===== src/rtl/sdram_port_arb.sv =====
// rtl/sdram_port_arb.sv - round-robin multi-port front-end arbiter for the SDRAM write/read command path
//
// Ports:
//   sclk, srst_n          clock, asynchronous active-low reset
//   init_end              SDRAM init complete; requests ignored until high
//   port_req/we/addr/len  per-port burst request, direction and descriptor (packed)
//   port_gnt/done/err     one-hot single-cycle grant, completion and ack-timeout pulses
//   cur_port, busy        owner of the current burst, FSM not idle
//   wr_req/rd_req         burst request toward the SDRAM arbiter, held until ack
//   sd_addr/sd_len        descriptor latched at grant
//   wr_ack/rd_ack         request accepted pulses
//   wr_done/rd_done       burst finished pulses
module sdram_port_arb #(
    parameter int NPORT   = 4,
    parameter int ADDR_W  = 24,
    parameter int LEN_W   = 9,
    parameter int ACK_TMO = 1023
) (
    input  logic                      sclk,
    input  logic                      srst_n,
    input  logic                      init_end,
    input  logic [NPORT-1:0]          port_req,
    input  logic [NPORT-1:0]          port_we,
    input  logic [NPORT*ADDR_W-1:0]   port_addr,
    input  logic [NPORT*LEN_W-1:0]    port_len,
    output logic [NPORT-1:0]          port_gnt,
    output logic [NPORT-1:0]          port_done,
    output logic [NPORT-1:0]          port_err,
    output logic [$clog2(NPORT)-1:0]  cur_port,
    output logic                      busy,
    output logic                      wr_req,
    output logic                      rd_req,
    output logic [ADDR_W-1:0]         sd_addr,
    output logic [LEN_W-1:0]          sd_len,
    input  logic                      wr_ack,
    input  logic                      rd_ack,
    input  logic                      wr_done,
    input  logic                      rd_done
);
    localparam int PW = $clog2(NPORT);
    localparam int CW = $clog2(ACK_TMO + 1);

    typedef enum logic [1:0] {IDLE, ISSUE, BUSY} state_t;

    state_t              state_q, state_d;
    logic [PW-1:0]       ptr_q, ptr_d;
    logic [PW-1:0]       cur_q, cur_d;
    logic                dir_q, dir_d;
    logic [ADDR_W-1:0]   addr_q, addr_d;
    logic [LEN_W-1:0]    len_q, len_d;
    logic [CW-1:0]       cnt_q, cnt_d;
    logic [NPORT-1:0]    gnt_q, gnt_d;
    logic [NPORT-1:0]    done_q, done_d;
    logic [NPORT-1:0]    err_q, err_d;
    logic                wr_req_q, wr_req_d;
    logic                rd_req_q, rd_req_d;
    logic                busy_q, busy_d;

    logic [ADDR_W-1:0]   addr_arr [NPORT];
    logic [LEN_W-1:0]    len_arr  [NPORT];
    logic                found;
    logic [PW-1:0]       sel;
    logic                ack_m;
    logic                done_m;

    for (genvar g = 0; g < NPORT; g++) begin : g_unpack
        assign addr_arr[g] = port_addr[g*ADDR_W +: ADDR_W];
        assign len_arr[g]  = port_len[g*LEN_W +: LEN_W];
    end

    // First requester after the last owner, wrapping modulo NPORT.
    always_comb begin
        found = 1'b0;
        sel   = '0;
        for (int k = 1; k <= NPORT; k++) begin
            if (!found && port_req[PW'((int'(ptr_q) + k) % NPORT)]) begin
                found = 1'b1;
                sel   = PW'((int'(ptr_q) + k) % NPORT);
            end
        end
    end

    // Only the ack/done matching the latched direction counts.
    assign ack_m  = dir_q ? wr_ack  : rd_ack;
    assign done_m = dir_q ? wr_done : rd_done;

    always_comb begin
        state_d  = state_q;
        ptr_d    = ptr_q;
        cur_d    = cur_q;
        dir_d    = dir_q;
        addr_d   = addr_q;
        len_d    = len_q;
        cnt_d    = cnt_q;
        gnt_d    = '0;
        done_d   = '0;
        err_d    = '0;
        wr_req_d = 1'b0;
        rd_req_d = 1'b0;
        case (state_q)
            IDLE: begin
                if (init_end && found) begin
                    gnt_d[sel] = 1'b1;
                    cur_d      = sel;
                    dir_d      = port_we[sel];
                    addr_d     = addr_arr[sel];
                    len_d      = len_arr[sel];
                    wr_req_d   = port_we[sel];
                    rd_req_d   = !port_we[sel];
                    // Counts the ISSUE cycle being entered.
                    cnt_d      = CW'(1);
                    state_d    = ISSUE;
                end
            end
            ISSUE: begin
                if (ack_m) begin
                    if (done_m) begin
                        done_d[cur_q] = 1'b1;
                        ptr_d         = cur_q;
                        state_d       = IDLE;
                    end else begin
                        state_d = BUSY;
                    end
                end else if (cnt_q == CW'(ACK_TMO)) begin
                    err_d[cur_q] = 1'b1;
                    ptr_d        = cur_q;
                    state_d      = IDLE;
                end else begin
                    wr_req_d = dir_q;
                    rd_req_d = !dir_q;
                    cnt_d    = cnt_q + 1'b1;
                end
            end
            BUSY: begin
                // No timeout here: refresh may legally stall the burst.
                if (done_m) begin
                    done_d[cur_q] = 1'b1;
                    ptr_d         = cur_q;
                    state_d       = IDLE;
                end
            end
            default: state_d = IDLE;
        endcase
        busy_d = (state_d != IDLE);
    end

    always_ff @(posedge sclk or negedge srst_n) begin
        if (!srst_n) begin
            state_q  <= IDLE;
            ptr_q    <= PW'(NPORT - 1);
            cur_q    <= '0;
            dir_q    <= 1'b0;
            addr_q   <= '0;
            len_q    <= '0;
            cnt_q    <= '0;
            gnt_q    <= '0;
            done_q   <= '0;
            err_q    <= '0;
            wr_req_q <= 1'b0;
            rd_req_q <= 1'b0;
            busy_q   <= 1'b0;
        end else begin
            state_q  <= state_d;
            ptr_q    <= ptr_d;
            cur_q    <= cur_d;
            dir_q    <= dir_d;
            addr_q   <= addr_d;
            len_q    <= len_d;
            cnt_q    <= cnt_d;
            gnt_q    <= gnt_d;
            done_q   <= done_d;
            err_q    <= err_d;
            wr_req_q <= wr_req_d;
            rd_req_q <= rd_req_d;
            busy_q   <= busy_d;
        end
    end

    assign port_gnt  = gnt_q;
    assign port_done = done_q;
    assign port_err  = err_q;
    assign cur_port  = cur_q;
    assign busy      = busy_q;
    assign wr_req    = wr_req_q;
    assign rd_req    = rd_req_q;
    assign sd_addr   = addr_q;
    assign sd_len    = len_q;

endmodule

===== config.mk =====
export PLATFORM = sky130hd
export DESIGN_NAME = sdram_port_arb
export DESIGN_NICKNAME = d
export VERILOG_FILES = /design/src/rtl/sdram_port_arb.sv
export SDC_FILE = /design/constraint.sdc
export NUM_CORES = 1
export LEC_CHECK = 0
export ABC_CLOCK_PERIOD_IN_PS = 1900
export CAP_MARGIN = 0
export CORE_UTILIZATION = 53
export CTS_BUF_LIST = sky130_fd_sc_hd__clkbuf_8
export DETAILED_ROUTE_END_ITERATION = 7
export DONT_BUFFER_PORTS = 1
export GPL_TIMING_DRIVEN = 0
export HOLD_SLACK_MARGIN = 0.1
export PLACE_DENSITY = 0.79
export SETUP_SLACK_MARGIN = 0.3
export SLEW_MARGIN = 25
export SYNTH_ARGS = -nofsm -noshare
export SYNTH_HDL_FRONTEND = slang
export SYNTH_SLANG_ARGS = --single-unit

===== constraint.sdc =====
create_clock -name sclk -period 1.9 [get_ports sclk]
set_clock_uncertainty 0.15 [all_clocks]
set_input_delay 0.38 -clock sclk [delete_from_list [all_inputs] [get_ports sclk]]
set_output_delay 0.38 -clock sclk [all_outputs]
set_load 0.02 [all_outputs]

==> results of run 1 <==
## how the worst max path moves through the flow
stage | end | slack [ns]
final | sd_addr[5]$_DFFE_PN0P_ | -0.20
after global routing | sd_addr[5]$_DFFE_PN0P_ | -0.26
after CTS | sd_addr[5]$_DFFE_PN0P_ | -0.20
after detailed placement | sd_addr[5]$_DFFE_PN0P_ | -0.25
after global placement | sd_addr[5]$_DFFE_PN0P_ | -0.20
after floorplan | sd_len[0]$_DFFE_PN0P_ | 0.08
## registers in the layout (all words and copies together), names as in the netlist
signal	count
busy	1
sd_addr	24
port_err	4
cnt_q	10
port_done	4
sd_len	9
port_gnt	4
wr_req	1
ptr_q	2
dir_q	1
state_q	2
cur_port	2
rd_req	1
## routing by layer
metal  up-vias  global-route usage, %
met1      1588                  34.26
met5         -                      0
met2       198                  48.77
met4         0                  11.21
li1       1440                      -
met3        31                  5.429
## Yosys cell counts, drive strengths merged
| cell type | count | area (sq um) |
|---|---|---|
| a211oi | 1 | 7.510 |
| a21o | 2 | 15.01 |
| a21oi | 9 | 56.31 |
| a221o | 1 | 10.01 |
| a31o | 2 | 17.52 |
| a31oi | 3 | 33.78 |
| a41oi | 1 | 8.760 |
| and2 | 2 | 12.51 |
| and2b | 1 | 7.510 |
| and3 | 3 | 18.77 |
| and3b | 2 | 17.52 |
| and4 | 1 | 8.760 |
| buf | 17 | 133.9 |
| clkbuf | 5 | 18.77 |
| dfrtp | 63 | 1577 |
| dfstp | 2 | 52.55 |
| ha | 5 | 62.56 |
| inv | 8 | 30.03 |
| mux2 | 3 | 33.78 |
| mux2i | 72 | 733.2 |
| nand2 | 55 | 206.5 |
| nand2b | 5 | 31.28 |
| nand3 | 7 | 35.03 |
| nand3b | 1 | 7.510 |
| nand4 | 5 | 31.28 |
| nor2 | 14 | 57.55 |
| nor2b | 3 | 18.77 |
| nor3 | 3 | 20.02 |
| nor3b | 4 | 30.03 |
| nor4 | 1 | 6.260 |
| o211ai | 5 | 42.54 |
| o21ai | 6 | 30.03 |
| o221ai | 34 | 304.0 |
| o311ai | 1 | 8.760 |
| o32ai | 1 | 8.760 |
| o41a | 1 | 11.26 |
| o41ai | 1 | 16.27 |
| or2 | 1 | 6.260 |
| or3 | 2 | 12.51 |
| xnor2 | 3 | 26.28 |
## cell usage in the layout, fill, tap and decap left out, types with 4 or more instances in the layout
cell and n:
clkbuf_1 4, mux2i_1 65, nand2_1 52, o221ai_1 33
buf_6 22, nand3_1 4, nor3b_2 4, buf_2 5
a21oi_1 5, nor2_1 9, clkbuf_8 9, inv_1 6
buf_4 28, dfrtp_1 61, mux2i_2 5, buf_8 5
nand4_1 5, o211ai_1 4
## power by group through the flow
stage / logic, mW / clock network, mW / registers (mW)
floorplan: 2.17 / 0 / 2.69
global placement: 2.56 / 0 / 2.80
detailed placement: 2.66 / 0 / 2.81
CTS: 3.31 / 1.18 / 2.78
global route: 4.07 / 1.24 / 2.85
finish: 3.76 / 1.16 / 2.80
## cells by family (layout without fill, tap and decap cells)
group	Yosys count	in the layout	synth area share, %
and+or+nand+nor	110	110	14.02
adders and majority gates	5	5	1.661
AOI/OAI and AO/OA	68	68	15.15
muxes	75	75	20.37
DFF	65	65	43.26
xor gates and xnor gates	3	3	0.6978
buffers and inverters	30	90	4.851
## stage by stage
stage	utilization, %	total power, mW
2_1_floorplan	-	4.854
3_3_place_gp	58.19	5.361
3_5_place_dp	58.19	5.473
4_1_cts	66.72	7.271
5_1_grt	71.14	8.150
6_report	71.14	7.722
## critical path: cells and delay by family, from the launching register on
kind                   cells  cell delay [ns]
buffers and inverters      2             0.39
muxes                      1             0.28
and+or+nand+nor            1             0.12
DFF                        1             0.58
AOI/OAI and AO/OA          3             0.44
## repair_timing
item                                    4_1_cts  5_1_grt
gates resized for setup                      45       32
pin swaps                                    22       22
hold endpoints to repair                     65       65
endpoints found under the setup margin       64       64
gates cloned                                  0        1
buffers inserted                             26       17
## area by class of cell
class | instances | share of cell area [%]
multi-input combinational | 261 | 46.91
clock buffer | 9 | 2.549
sequential | 65 | 33.57
buffer | 22 | 4.094
tap | 96 | 2.472
inverter | 8 | 0.6179
clock inverter | 7 | 1.468
timing repair buffer | 44 | 8.316
==> metrics.yaml, run 1 <==
run_status:
  outcome: "finished with violations"
  failed_checks: "hold timing, setup timing"
routing:
  via_count: 3257
  routed_wl_mm: 11.13
  met2_length_mm: 5.720
  firstDrtPassIters: 4
  dr.first_iter.drc_count: 134
  post-route-drc-count: 0
  wire_per_inst_um: 21.73
  ant_nets: 0
  viasPerCell: 6.361
  wl_met1_mm: 4.175
  highest_layer: "met4"
  wl_met3_um: 931
placement:
  place.gp.congestion: 0.9454
  hpwlAfterDp_mm: 7.269
  place_ws_ns: -0.2536
  numPortBuffers: 0
  placed_area_sq_mm: 0.003975
  dp.cells: 452
floorplanning:
  die_height_um: 86.30
  rows: 30
  core_sq_mm: 0.006832
  ioPinCount: 197
  die_width_um: 86.30
  start_util_pct: 55.13
  dieArea_sq_mm: 0.007447
setup_path:
  end_kind: "flop"
  cp_common_cell: "buf_6"
  worstPathMaxFanout: 10
  slowest_stage: "dfstp_2"
  critPathLaunch: "ptr_q[1]$_DFFE_PN1P_"
  startpoint_type: "flop"
  crit_type: "reg -> reg"
  arrival_ns: 2.15
  worstPathCellList: "nand2b_1 > a21oi_1 > o221ai_2 > buf_6 > buf_6 > mux2i_2 > o221ai_1"
  r2r-start: "ptr_q[1]$_DFFE_PN1P_"
  r2r_setup_slack_ns: -0.20
  reg2reg_depth: 7
  r2r-end: "sd_addr[5]$_DFFE_PN0P_"
  required_ns: 1.95
  worst_path_largest_cell_delay_ns: 0.58
min_path:
  hold_path.class: "in -> async"
layout:
  design_area_sq_mm: 0.004860
  nets: 563
  area_growth_syn_to_layout_pct: 29.04
  layout.cells.non_filler: 512
  nFillCells: 517
  diodes: 0
  multi_input_area_sq_mm: 0.002280
  drive_gt1_share_pct: 31.97
  regArea_sq_mm: 0.001632
sta:
  worst_slew_pin_slew_ns: 0.5281
  timing.slew.headroom_pct: 64.67
  setup_violations: 40
  fin_crit_sh_pct: 110.3
  hold_slack_ns: -0.4120
  rsz0062_at_grt: "true"
  fin_crit_ns: 2.096
  setup_ws_ns: -0.1958
  hold_viol: 65
  timing.final.max_slew_violations: 0
  max_freq_mhz: 477.1
  tns_ns: -4.172
power:
  clkPwrFrac_pct: 15.0
  swShare_pct: 43.53
  power.static_leakage_nw: 2.275
  seqPwrFrac_pct: 36.2
  powerDensity_mw_per_mm2: 1589
  vdd.ir_drop.worst_mv: 0.7265
  comb_power_share_pct: 48.7
  power.internal_mw: 4.360
  p_sw_mw: 3.361
job:
  cap_viol_max_count: 0
global_route:
  grt_antenna_before_repair: 0
  overflow: 0
  grt_max_degree: 66
  grt_pass1_vias: 3231
  grt_use_total_pct: 28.02
  grt_pass1_wl_mm: 15.85
clock_tree:
  clk_pin_slew_ns: 0.08
  clock_latency_ns: 0.33
  cts.sinks: 65
  cts_tree: "yes"
  cts_inserted_buffers: 9
  htreeDepth: 3
  cts_buffer_depth: 2
  cts-root-buf: "clkbuf_8"
yosys:
  synth.distinct_cells: 50
  avgSynthCellArea_sq_um: 10.58
  syn_area_sq_mm: 0.003766
  yosysSeqAreaShare_pct: 43.26
  ys_seq_elements: 65
  syn-num-nets: 508
  ys_warn_count: 0
  netlist_instances: 356
No activity file was read; power rests on OpenSTA's default activity.
==> run 2: changes to the inputs <==
--- a/config.mk
+++ b/config.mk
@@ -11,7 +11,6 @@
 export CTS_BUF_LIST = sky130_fd_sc_hd__clkbuf_8
 export DETAILED_ROUTE_END_ITERATION = 7
 export DONT_BUFFER_PORTS = 1
-export GPL_TIMING_DRIVEN = 0
 export HOLD_SLACK_MARGIN = 0.1
 export PLACE_DENSITY = 0.79
 export SETUP_SLACK_MARGIN = 0.3
==> run 2 against run 1 <==
Net effect:
- the flow still finishes with violations (hold timing, setup timing)
- sequential share of layout area shrank 1.1 points
- routed wire length grew 2.9%
- fmax grew 0.47%
- worst hold slack lost 0.0039 ns
- critical path type unchanged
- largest cell class unchanged
- highest routed layer unchanged
==> metrics.yaml, run 2 (synthesized netlist as in run 1, its figures left out) <==
clock_tree:
  cts_buffer_depth: 2  # unchanged
  cts-root-buf: "clkbuf_8"  # unchanged
  clock_latency_ns: 0.34  # was 0.33 ns
  cts_inserted_buffers: 9  # unchanged
  clk_pin_slew_ns: 0.08  # about the same
  cts_tree: "yes"  # unchanged
  cts.sinks: 65  # unchanged
  htreeDepth: 3  # unchanged
setup_path:
  startpoint_type: "flop"  # unchanged
  required_ns: 1.95  # about the same
  crit_type: "reg -> reg"  # unchanged
  end_kind: "flop"  # unchanged
  arrival_ns: 2.14  # was 2.15 ns
  worstPathMaxFanout: 8  # was 10
  reg2reg_depth: 7  # unchanged
floorplanning:
  dieArea_sq_mm: 0.007447  # unchanged
  die_height_um: 86.30  # unchanged
  core_sq_mm: 0.006832  # unchanged
  ioPinCount: 197  # unchanged
  start_util_pct: 55.13  # unchanged
  rows: 30  # unchanged
  die_width_um: 86.30  # unchanged
routing:
  firstDrtPassIters: 5  # was 4
  routed_wl_mm: 11.45  # was 11.13 mm
  dr.first_iter.drc_count: 161  # was 134
  via_count: 3307  # was 3257
  viasPerCell: 6.562  # was 6.361
  ant_nets: 0  # unchanged
  wire_per_inst_um: 22.73  # was 21.73 um
  post-route-drc-count: 0  # unchanged
layout:
  diodes: 0  # unchanged
  largest_reg_flops: 24  # unchanged
  drive_gt1_share_pct: 32.11  # was 31.97%
  area_growth_syn_to_layout_pct: 33.52  # was 29.04%
  finalCoreUtilization_pct: 73.61  # was 71.14%
  final_common_cell: "mux2i_1"  # unchanged
  regArea_sq_mm: 0.001632  # unchanged
  multi_input_area_sq_mm: 0.002290  # was 0.002280 sq mm
  nFillCells: 451  # was 517
  design_area_sq_mm: 0.005029  # was 0.004860 sq mm
  nets: 555  # was 563
  layout.cells.non_filler: 504  # was 512
  mostFrequentLayoutCells: "mux2i_1 (63), dfrtp_1 (61), nand2_1 (49)"  # was mux2i_1 (65), dfrtp_1 (61), nand2_1 (52)
sta:
  timing.slew.headroom_pct: 66.58  # was 64.67%
  fin_crit_ns: 2.086  # was 2.096 ns
  setup_violations: 36  # was 40
  max_freq_mhz: 479.4  # was 477.1 MHz
  fin_crit_sh_pct: 109.8  # was 110.3%
  hold_slack_ns: -0.4159  # was -0.4120 ns
  timing.final.max_slew_violations: 0  # unchanged
  worst_slew_pin_slew_ns: 0.5013  # was 0.5281 ns
  setup_ws_ns: -0.1860  # was -0.1958 ns
  rsz0062_at_grt: "true"  # unchanged
  tns_ns: -2.720  # was -4.172 ns
  hold_viol: 65  # unchanged
global_route:
  grt_pass1_wl_mm: 15.50  # was 15.85 mm
  groute.layer.met2.usage_pct: 49.21  # was 48.77%
  use_met3_pct: 6.571  # was 5.429%
  grt_antenna_before_repair: 0  # unchanged
  grt_max_degree: 66  # unchanged
  grt_use_total_pct: 27.94  # was 28.02%
  grtUsageMet1_pct: 32.47  # was 34.26%
  grt_pass1_vias: 3137  # was 3231
  busiest_layer: "met2"  # unchanged
  overflow: 0  # unchanged
placement:
  dp.cells: 453  # was 452
  placed_area_sq_mm: 0.004046  # was 0.003975 sq mm
  hpwlAfterDp_mm: 6.953  # was 7.269 mm
  numPortBuffers: 0  # unchanged
  place.gp.congestion: 0.8982  # was 0.9454
power:
  powerDensity_mw_per_mm2: 1584  # was 1589 mW/mm^2
  vdd.ir_drop.worst_mv: 0.7923  # was 0.7265 mV
  power.static_leakage_nw: 2.334  # was 2.275 nW
run_status:
  failed_checks: "hold timing, setup timing"  # unchanged
  outcome: "finished with violations"  # unchanged
min_path:
  hold_path.class: "in -> async"  # unchanged
job:
  cap_viol_max_count: 0  # unchanged
[run 2: metal layers]
layer	routed length [um]	up-vias
met5	0	-
met4	277	0
met3	996	28
met2	5918	208
met1	4261	1643
li1	-	1428
[run 2: area by class of cell]
| cell class | instances | share of cell area [%] |
|---|---|---|
| clock buffers | 11 | 3.011 |
| clock inverters | 5 | 0.4976 |
| inverters | 8 | 0.5972 |
| multi-input cells | 261 | 45.53 |
| flip-flops and latches | 65 | 32.45 |
| well taps | 96 | 2.389 |
| repair buffers | 58 | 15.53 |
[run 2: what timing repair did]
| action | 4_1_cts | 5_1_grt |
|---|---|---|
| setup buffers | 16 | 8 |
| gates resized for setup | 53 | 33 |
| cloned | 6 | 5 |
| pin swaps | 26 | 33 |
| setup endpoints to repair | 64 | 65 |
| hold endpoints to repair | 65 | 65 |
[run 2: through the flow]
step | hold WS [ns] | setup WS, ns | power [mW]
after floorplan | -0.06559 | 0.07651 | 4.854
after global placement | -0.06260 | -0.1455 | 5.361
after detailed placement | -0.06372 | -0.2009 | 5.497
after CTS | -0.4349 | -0.1272 | 7.380
after global routing | -0.4340 | -0.2539 | 8.324
final | -0.4159 | -0.1860 | 7.966
[run 2: worst max-delay path, cell delays in order (launching register included)]
cell and delay (ns):
dfstp_2 0.57, nand2b_4 0.14, a21oi_4 0.05, o221ai_4 0.22, buf_12 0.21, clkbuf_16 0.17
mux2i_1 0.25, o221ai_1 0.18
[run 2: final timing paths]
kind,from,end,slack [ns]
max,ptr_q[1]$_DFFE_PN1P_,sd_addr[3]$_DFFE_PN0P_,-0.19
min,srst_n,sd_addr[8]$_DFFE_PN0P_,-0.42
max reg2reg,ptr_q[1]$_DFFE_PN1P_,sd_addr[3]$_DFFE_PN0P_,-0.19
min reg2reg,cnt_q[7]$_DFFE_PN0P_,cnt_q[7]$_DFFE_PN0P_,0.46
max in group asynchronous,srst_n,ptr_q[0]$_DFFE_PN1P_,1.81
min in group sclk,port_addr[24],sd_addr[0]$_DFFE_PN0P_,0.11
[run 2: report_power, final]
group / total (mW) / switching, mW / leakage [nW] / internal [mW]
Clock: 1.06 / 0.527 / 0.0977 / 0.531
Combinational: 4.05 / 1.90 / 1.41 / 2.15
Sequential: 2.86 / 0.963 / 0.828 / 1.89
